### config.mk
export PLATFORM = sky130hd
export DESIGN_NAME = multicycle_control
export DESIGN_NICKNAME = d
export VERILOG_FILES = /design/src/rtl/multicycle_control.sv
export SDC_FILE = /design/constraint.sdc
export NUM_CORES = 1
export LEC_CHECK = 0
export ABC_AREA = 1
export CORE_UTILIZATION = 47
export DETAILED_ROUTE_END_ITERATION = 6
export PLACE_DENSITY = 0.82
export RECOVER_POWER = 25
export SLEW_MARGIN = 5
export SYNTH_ARGS = -nofsm -noshare
export SYNTH_HDL_FRONTEND = slang
export SYNTH_SLANG_ARGS = --single-unit
export TNS_END_PERCENT = 50
### constraint.sdc
create_clock -name clk -period 2 [get_ports clk]
set_input_delay 0.2 -clock clk [delete_from_list [all_inputs] [get_ports clk]]
set_output_delay 0.2 -clock clk [all_outputs]
set_load 0.01 [all_outputs]
### src/rtl/multicycle_control.sv
`default_nettype none
// ============================================================================
// Module      : multicycle_control
// Description : Multi-cycle control FSM for an RV32I-subset datapath.
//               It fetches and decodes each instruction, drives the ALU
//               operation and operand selects, and sequences the register,
//               memory and PC writes. It uses the ALU zero flag to resolve
//               beq.
// Ports       : clk, rst (async, active-high)
//               instr       - memory read data in FETCH, IR contents after
//               mem_ready   - memory access completes this cycle
//               zero        - ALU result == 0
//               alu_control - 000 add, 001 or, 010 and, 011 sll, 100 sub
//               alu_src_a   - 0 PC, 1 rs1, 2 old PC
//               alu_src_b   - 0 rs2, 1 immediate, 2 constant 4
//               pc_write, pc_src, ir_write, mem_read, mem_write, iord,
//               reg_write, mem_to_reg - datapath strobes and selects
//               halted      - illegal instruction seen, FSM parked
//               retired     - instructions completed since reset (wraps)
// Revision    : 1.0 - initial release
// ============================================================================
module multicycle_control #(
  parameter int CNT_W = 32
) (
  input  logic             clk,
  input  logic             rst,
  input  logic [31:0]      instr,
  input  logic             mem_ready,
  input  logic             zero,
  output logic [2:0]       alu_control,
  output logic [1:0]       alu_src_a,
  output logic [1:0]       alu_src_b,
  output logic             pc_write,
  output logic             pc_src,
  output logic             ir_write,
  output logic             mem_read,
  output logic             mem_write,
  output logic             iord,
  output logic             reg_write,
  output logic             mem_to_reg,
  output logic             halted,
  output logic [CNT_W-1:0] retired
);

  localparam logic [3:0] S_FETCH     = 4'd0;
  localparam logic [3:0] S_DECODE    = 4'd1;
  localparam logic [3:0] S_EXEC_R    = 4'd2;
  localparam logic [3:0] S_EXEC_I    = 4'd3;
  localparam logic [3:0] S_ALU_WB    = 4'd4;
  localparam logic [3:0] S_MEM_ADDR  = 4'd5;
  localparam logic [3:0] S_MEM_READ  = 4'd6;
  localparam logic [3:0] S_MEM_WB    = 4'd7;
  localparam logic [3:0] S_MEM_WRITE = 4'd8;
  localparam logic [3:0] S_BRANCH    = 4'd9;
  localparam logic [3:0] S_ILLEGAL   = 4'd10;

  localparam logic [6:0] C_OP_R      = 7'b0110011;
  localparam logic [6:0] C_OP_I      = 7'b0010011;
  localparam logic [6:0] C_OP_LOAD   = 7'b0000011;
  localparam logic [6:0] C_OP_STORE  = 7'b0100011;
  localparam logic [6:0] C_OP_BRANCH = 7'b1100011;

  localparam logic [2:0] C_ALU_ADD   = 3'b000;
  localparam logic [2:0] C_ALU_OR    = 3'b001;
  localparam logic [2:0] C_ALU_AND   = 3'b010;
  localparam logic [2:0] C_ALU_SLL   = 3'b011;
  localparam logic [2:0] C_ALU_SUB   = 3'b100;

  localparam logic [6:0] C_F7_ZERO   = 7'b0000000;
  localparam logic [6:0] C_F7_ALT    = 7'b0100000;

  logic [3:0] r_state;
  logic [3:0] w_next;
  logic [6:0] w_opcode;
  logic [2:0] w_funct3;
  logic [6:0] w_funct7;
  logic       w_r_ok;
  logic [2:0] w_r_op;
  logic       w_i_ok;
  logic [2:0] w_i_op;
  logic       w_beq_ok;
  logic       w_retire;
  logic       w_unused;

  assign w_opcode = instr[6:0];
  assign w_funct3 = instr[14:12];
  assign w_funct7 = instr[31:25];
  // Register and immediate fields are consumed by the datapath, not here.
  assign w_unused = ^{instr[24:15], instr[11:7]};

  assign w_beq_ok = (w_funct3 == 3'b000);

  // R-type operation decode; w_r_ok low routes the FSM to ILLEGAL.
  always_comb begin
    w_r_ok = 1'b1;
    w_r_op = C_ALU_ADD;
    case (w_funct3)
      3'b000: begin
        if (w_funct7 == C_F7_ALT)       w_r_op = C_ALU_SUB;
        else if (w_funct7 != C_F7_ZERO) w_r_ok = 1'b0;
      end
      3'b110:  begin w_r_op = C_ALU_OR;  w_r_ok = (w_funct7 == C_F7_ZERO); end
      3'b111:  begin w_r_op = C_ALU_AND; w_r_ok = (w_funct7 == C_F7_ZERO); end
      3'b001:  begin w_r_op = C_ALU_SLL; w_r_ok = (w_funct7 == C_F7_ZERO); end
      default: w_r_ok = 1'b0;
    endcase
  end

  // I-type decode; only the shift constrains funct7 (upper imm bits).
  always_comb begin
    w_i_ok = 1'b1;
    w_i_op = C_ALU_ADD;
    case (w_funct3)
      3'b000:  w_i_op = C_ALU_ADD;
      3'b110:  w_i_op = C_ALU_OR;
      3'b111:  w_i_op = C_ALU_AND;
      3'b001:  begin w_i_op = C_ALU_SLL; w_i_ok = (w_funct7 == C_F7_ZERO); end
      default: w_i_ok = 1'b0;
    endcase
  end

  always_comb begin
    w_next = r_state;
    case (r_state)
      S_FETCH:     if (mem_ready) w_next = S_DECODE;
      S_DECODE: begin
        case (w_opcode)
          C_OP_R:                w_next = S_EXEC_R;
          C_OP_I:                w_next = S_EXEC_I;
          C_OP_LOAD, C_OP_STORE: w_next = S_MEM_ADDR;
          C_OP_BRANCH:           w_next = S_BRANCH;
          default:               w_next = S_ILLEGAL;
        endcase
      end
      S_EXEC_R:    w_next = w_r_ok ? S_ALU_WB : S_ILLEGAL;
      S_EXEC_I:    w_next = w_i_ok ? S_ALU_WB : S_ILLEGAL;
      S_ALU_WB:    w_next = S_FETCH;
      S_MEM_ADDR: begin
        if (w_funct3 != 3'b010)         w_next = S_ILLEGAL;
        else if (w_opcode == C_OP_LOAD) w_next = S_MEM_READ;
        else                            w_next = S_MEM_WRITE;
      end
      S_MEM_READ:  if (mem_ready) w_next = S_MEM_WB;
      S_MEM_WB:    w_next = S_FETCH;
      S_MEM_WRITE: if (mem_ready) w_next = S_FETCH;
      S_BRANCH:    w_next = w_beq_ok ? S_FETCH : S_ILLEGAL;
      S_ILLEGAL:   w_next = S_ILLEGAL;
      default:     w_next = S_FETCH;
    endcase
  end

  // Final cycle of every legal instruction.
  assign w_retire = (r_state == S_ALU_WB) || (r_state == S_MEM_WB) ||
                    ((r_state == S_MEM_WRITE) && mem_ready) ||
                    ((r_state == S_BRANCH) && w_beq_ok);

  always_ff @(posedge clk or posedge rst) begin
    if (rst) begin
      r_state <= S_FETCH;
      retired <= '0;
    end else begin
      r_state <= w_next;
      if (w_retire) retired <= retired + {{(CNT_W-1){1'b0}}, 1'b1};
    end
  end

  always_comb begin
    alu_control = C_ALU_ADD;
    alu_src_a   = 2'd0;
    alu_src_b   = 2'd0;
    pc_write    = 1'b0;
    pc_src      = 1'b0;
    ir_write    = 1'b0;
    mem_read    = 1'b0;
    mem_write   = 1'b0;
    iord        = 1'b0;
    reg_write   = 1'b0;
    mem_to_reg  = 1'b0;
    halted      = 1'b0;
    case (r_state)
      S_FETCH: begin
        mem_read  = 1'b1;
        alu_src_b = 2'd2;
        ir_write  = mem_ready;
        pc_write  = mem_ready;
      end
      S_DECODE: begin
        alu_src_a = 2'd2;
        alu_src_b = 2'd1;
      end
      S_EXEC_R: begin
        alu_src_a   = 2'd1;
        alu_control = w_r_ok ? w_r_op : C_ALU_ADD;
      end
      S_EXEC_I: begin
        alu_src_a   = 2'd1;
        alu_src_b   = 2'd1;
        alu_control = w_i_ok ? w_i_op : C_ALU_ADD;
      end
      S_ALU_WB:    reg_write = 1'b1;
      S_MEM_ADDR: begin
        alu_src_a = 2'd1;
        alu_src_b = 2'd1;
      end
      S_MEM_READ: begin
        mem_read = 1'b1;
        iord     = 1'b1;
      end
      S_MEM_WB: begin
        reg_write  = 1'b1;
        mem_to_reg = 1'b1;
      end
      S_MEM_WRITE: begin
        mem_write = 1'b1;
        iord      = 1'b1;
      end
      S_BRANCH: begin
        alu_src_a   = 2'd1;
        alu_control = C_ALU_SUB;
        pc_src      = 1'b1;
        pc_write    = zero && w_beq_ok;
      end
      S_ILLEGAL:   halted = 1'b1;
      default: ;
    endcase
    // The state register already sits in FETCH while rst is high; the
    // strobes are silenced so a held reset never issues a memory request.
    if (rst) begin
      alu_control = C_ALU_ADD;
      pc_write    = 1'b0;
      pc_src      = 1'b0;
      ir_write    = 1'b0;
      mem_read    = 1'b0;
      mem_write   = 1'b0;
      iord        = 1'b0;
      reg_write   = 1'b0;
      mem_to_reg  = 1'b0;
      halted      = 1'b0;
    end
  end

endmodule
`default_nettype wire

==> metrics.yaml, run 1 <==
switching_power_mw: 1.009
area_growth_pct: 37.82
synth_mux_area_share_pct: 0
synth_area_um2: 2656
cts-hold-fix-buffers: 0
synth_seq_cells: 36
track_usage_pct: 24.56
sw_frac_of_total_pct: 37.57
num_rows: 27
final_cell_area_um2: 3661
p_comb_share_pct: 42.7
rrSetupSlack_ns: 0.30
crit_arrival_ns: 1.76
p_int_mw: 1.677
yosys.area_share.xor_xnor_pct: 6.265
finalPower_mw: 2.686
path_clk_slew_ns: 0.07
clk_latency_ns: 0.30
min_period_ns: 1.964
grt_max_degree: 37
cts_root_buf: "clkbuf_8"
hold_violations: 0
drt_iter0_markers: 207
die_area_um2: 5956
critical_path.max_fanout: 4
fin_crit_sh_pct: 98.20
vias_per_cell: 5.079
yosys.area_share.simple_pct: 45.50
worstMarginPinSlew_ns: 0.8825
grt_pass1_wl_um: 11810
core_area_um2: 5473
yosysSeqAreaShare_pct: 33.91
p_seq_share_pct: 33.6
synthAdderAreaFrac_pct: 0.4710
synth.distinct_cells: 32
slew_viol_final: 0
htree_levels: 2
status: "finished, final reports clean"
start_util_pct: 48.54
tritoncts: "yes"
yosysWarnings: 0
synth-main-ff-cell: "dfrtp_1"
end_kind: "output pin"
placed_area_um2: 3515
dp_slack_ns: -0.2723
final_cell_mix: "nand2_1 (144), nor2_1 (65), clkdlybuf4s50_1 (55), inv_1 (47), dfrtp_1 (36)"
die_y_um: 77.18
synth_top_family_by_area: "simple AND/OR/NAND/NOR gates"
rsz0062_at_grt: "yes"
setup_viol_count_final: 0
cp-start-kind: "flip-flop"
drive_above_1_share_pct: 10.84
post_cts_resized: 15
syn_nets: 448
fmax_ghz: 0.5092
p_clk_share_pct: 23.8
layout_commonest_cell: "nand2_1"
grt_overflow_total: 0
critPathKind: "reg2out"
clkSinkCount: 36
crit_required_ns: 1.80
synthArstFlopShare_pct: 100.0
r2r_cells: 7
synth_edf_count: 0
leakagePower_nw: 1.657
cts_made_buffers: 5
wl_um: 6833
port-buffer-count: 68
synth_cells: 411
finClkSkew_ns: 0.006408
slew-limit-headroom_pct: 41.17
postSynthAreaPerCell_um2: 6.463
worst_hold_path.endpoint: "retired[17]$_DFFE_PP0P_"
drt_first_pass_iters: 4
wl_per_cell_um: 11.99
hpwl_um: 5388
nets: 534
worstHoldStart: "retired[17]$_DFFE_PP0P_"
min_path_cells: 1
diodes: 0
chipWidth_um: 77.18
vias: 2895
route.detailed.drc: 0
ant_nets: 0
num_io_pins: 84
worst_slack_ns: 0.03595
max_cap_violations: 0
cts.path.max_buffers: 2
hp-class: "reg2reg"
powerDensity_nw_per_um2: 733.6
antenna_found_initial: 0
synth_compound_area_share_pct: 4.946
ir_drop_uv: 410.4
r2r-end: "retired[22]$_DFFE_PP0P_"
grt_pass1_vias: 2806
gp_congestion: 0.9116
cts_setup_buffers: 0
r2r_start: "retired[0]$_DFFE_PP0P_"
## worst max-delay path, cell delays in order (launching register included)
cell	delay [ns]
dfrtp_1	0.38
inv_1	0.14
nand2_2	0.11
nor2_4	0.13
inv_1	0.08
nor2_1	0.09
clkdlybuf4s50_1	0.54
## how the worst max path moves through the flow
stage,startpoint,to,slack [ns],cells past startpoint
3_5_place_dp,instr[13],alu_control[1],-0.27,9
6_report,r_state[2]$_DFFE_PP0P_,mem_write,0.04,6
2_1_floorplan,retired[0]$_DFFE_PP0P_,retired[20]$_DFFE_PP0P_,0.46,7
3_3_place_gp,instr[13],alu_control[1],-0.18,9
5_1_grt,r_state[2]$_DFFE_PP0P_,mem_write,-0.06,6
4_1_cts,r_state[3]$_DFFE_PP0P_,mem_read,-0.12,7
## synthesized netlist by cell type, drive strengths merged, types with 2 or more instances
library cell  instances  area share, %
a21oi                 6            1.1
buf                   4            1.6
clkbuf                2           0.33
dfrtp                36             34
inv                  49            6.9
nand2               149             21
nand3                36            8.8
nand3b                2           0.57
nand4                 7            1.6
nor2                 76             12
nor3                  5           0.94
o21ai                13            2.4
xnor2                17            5.6
xor2                  2           0.66
## routing by layer
| metal | GRT usage [%] | part of all wire (%) | vias up |
|---|---|---|---|
| met5 | 0 | 0 | - |
| met4 | 10.57 | 1.7 | 0 |
| met3 | 5.000 | 5.6 | 13 |
| met2 | 42.12 | 49 | 93 |
| met1 | 29.57 | 44 | 1337 |
| li1 | - | - | 1452 |
## cell type report
type,instances,area (um2)
fillers,494,1812
multi-input cells,320,1572
clock inverters,2,35.03
clock buffers,6,72.57
inverters,49,183.9
repair buffers,85,807.0
flip-flops and latches,36,900.9
well taps,72,90.09
## cells by family (layout without fill, tap and decap cells)
logic type / after synthesis / after routing
simple gates: 276 / 276
buf+inv: 55 / 142
flops: 36 / 36
compound gates: 24 / 24
xor+xnor: 19 / 19
fa+ha+maj: 1 / 1
## registers in the layout, summed over array words and instances (netlist names)
signal   cells
retired     32
r_state      4
## through the flow
step                      setup TNS, ns  hold slack, ns  util, %  instances
after floorplan                       0          0.3753        -        411
after global placement          -0.4857          0.5038    64.22        562
after detailed placement        -0.7623          0.5105    64.22        562
after CTS                       -0.1612          0.4398    66.32        570
after global routing            -0.1273          0.5463    66.90        570
final                                 0          0.5233    66.90        570
## power groups by stage
stage / clock network (mW) / logic, mW / registers [mW]
finish: 0.638 / 1.15 / 0.902
CTS: 0.648 / 1.11 / 0.897
global route: 0.676 / 1.26 / 0.917
global placement: 0 / 1.08 / 0.910
detailed placement: 0 / 1.10 / 0.910
floorplan: 0 / 0.620 / 0.931
Power figures use the tool's default switching activity.
==> inputs of run 2 (changes only) <==
ABC_CLOCK_PERIOD_IN_PS = 2000   (was unset)
==> results of run 2 <==
The final DEF is identical to that of run 1; final timing and power are the same.
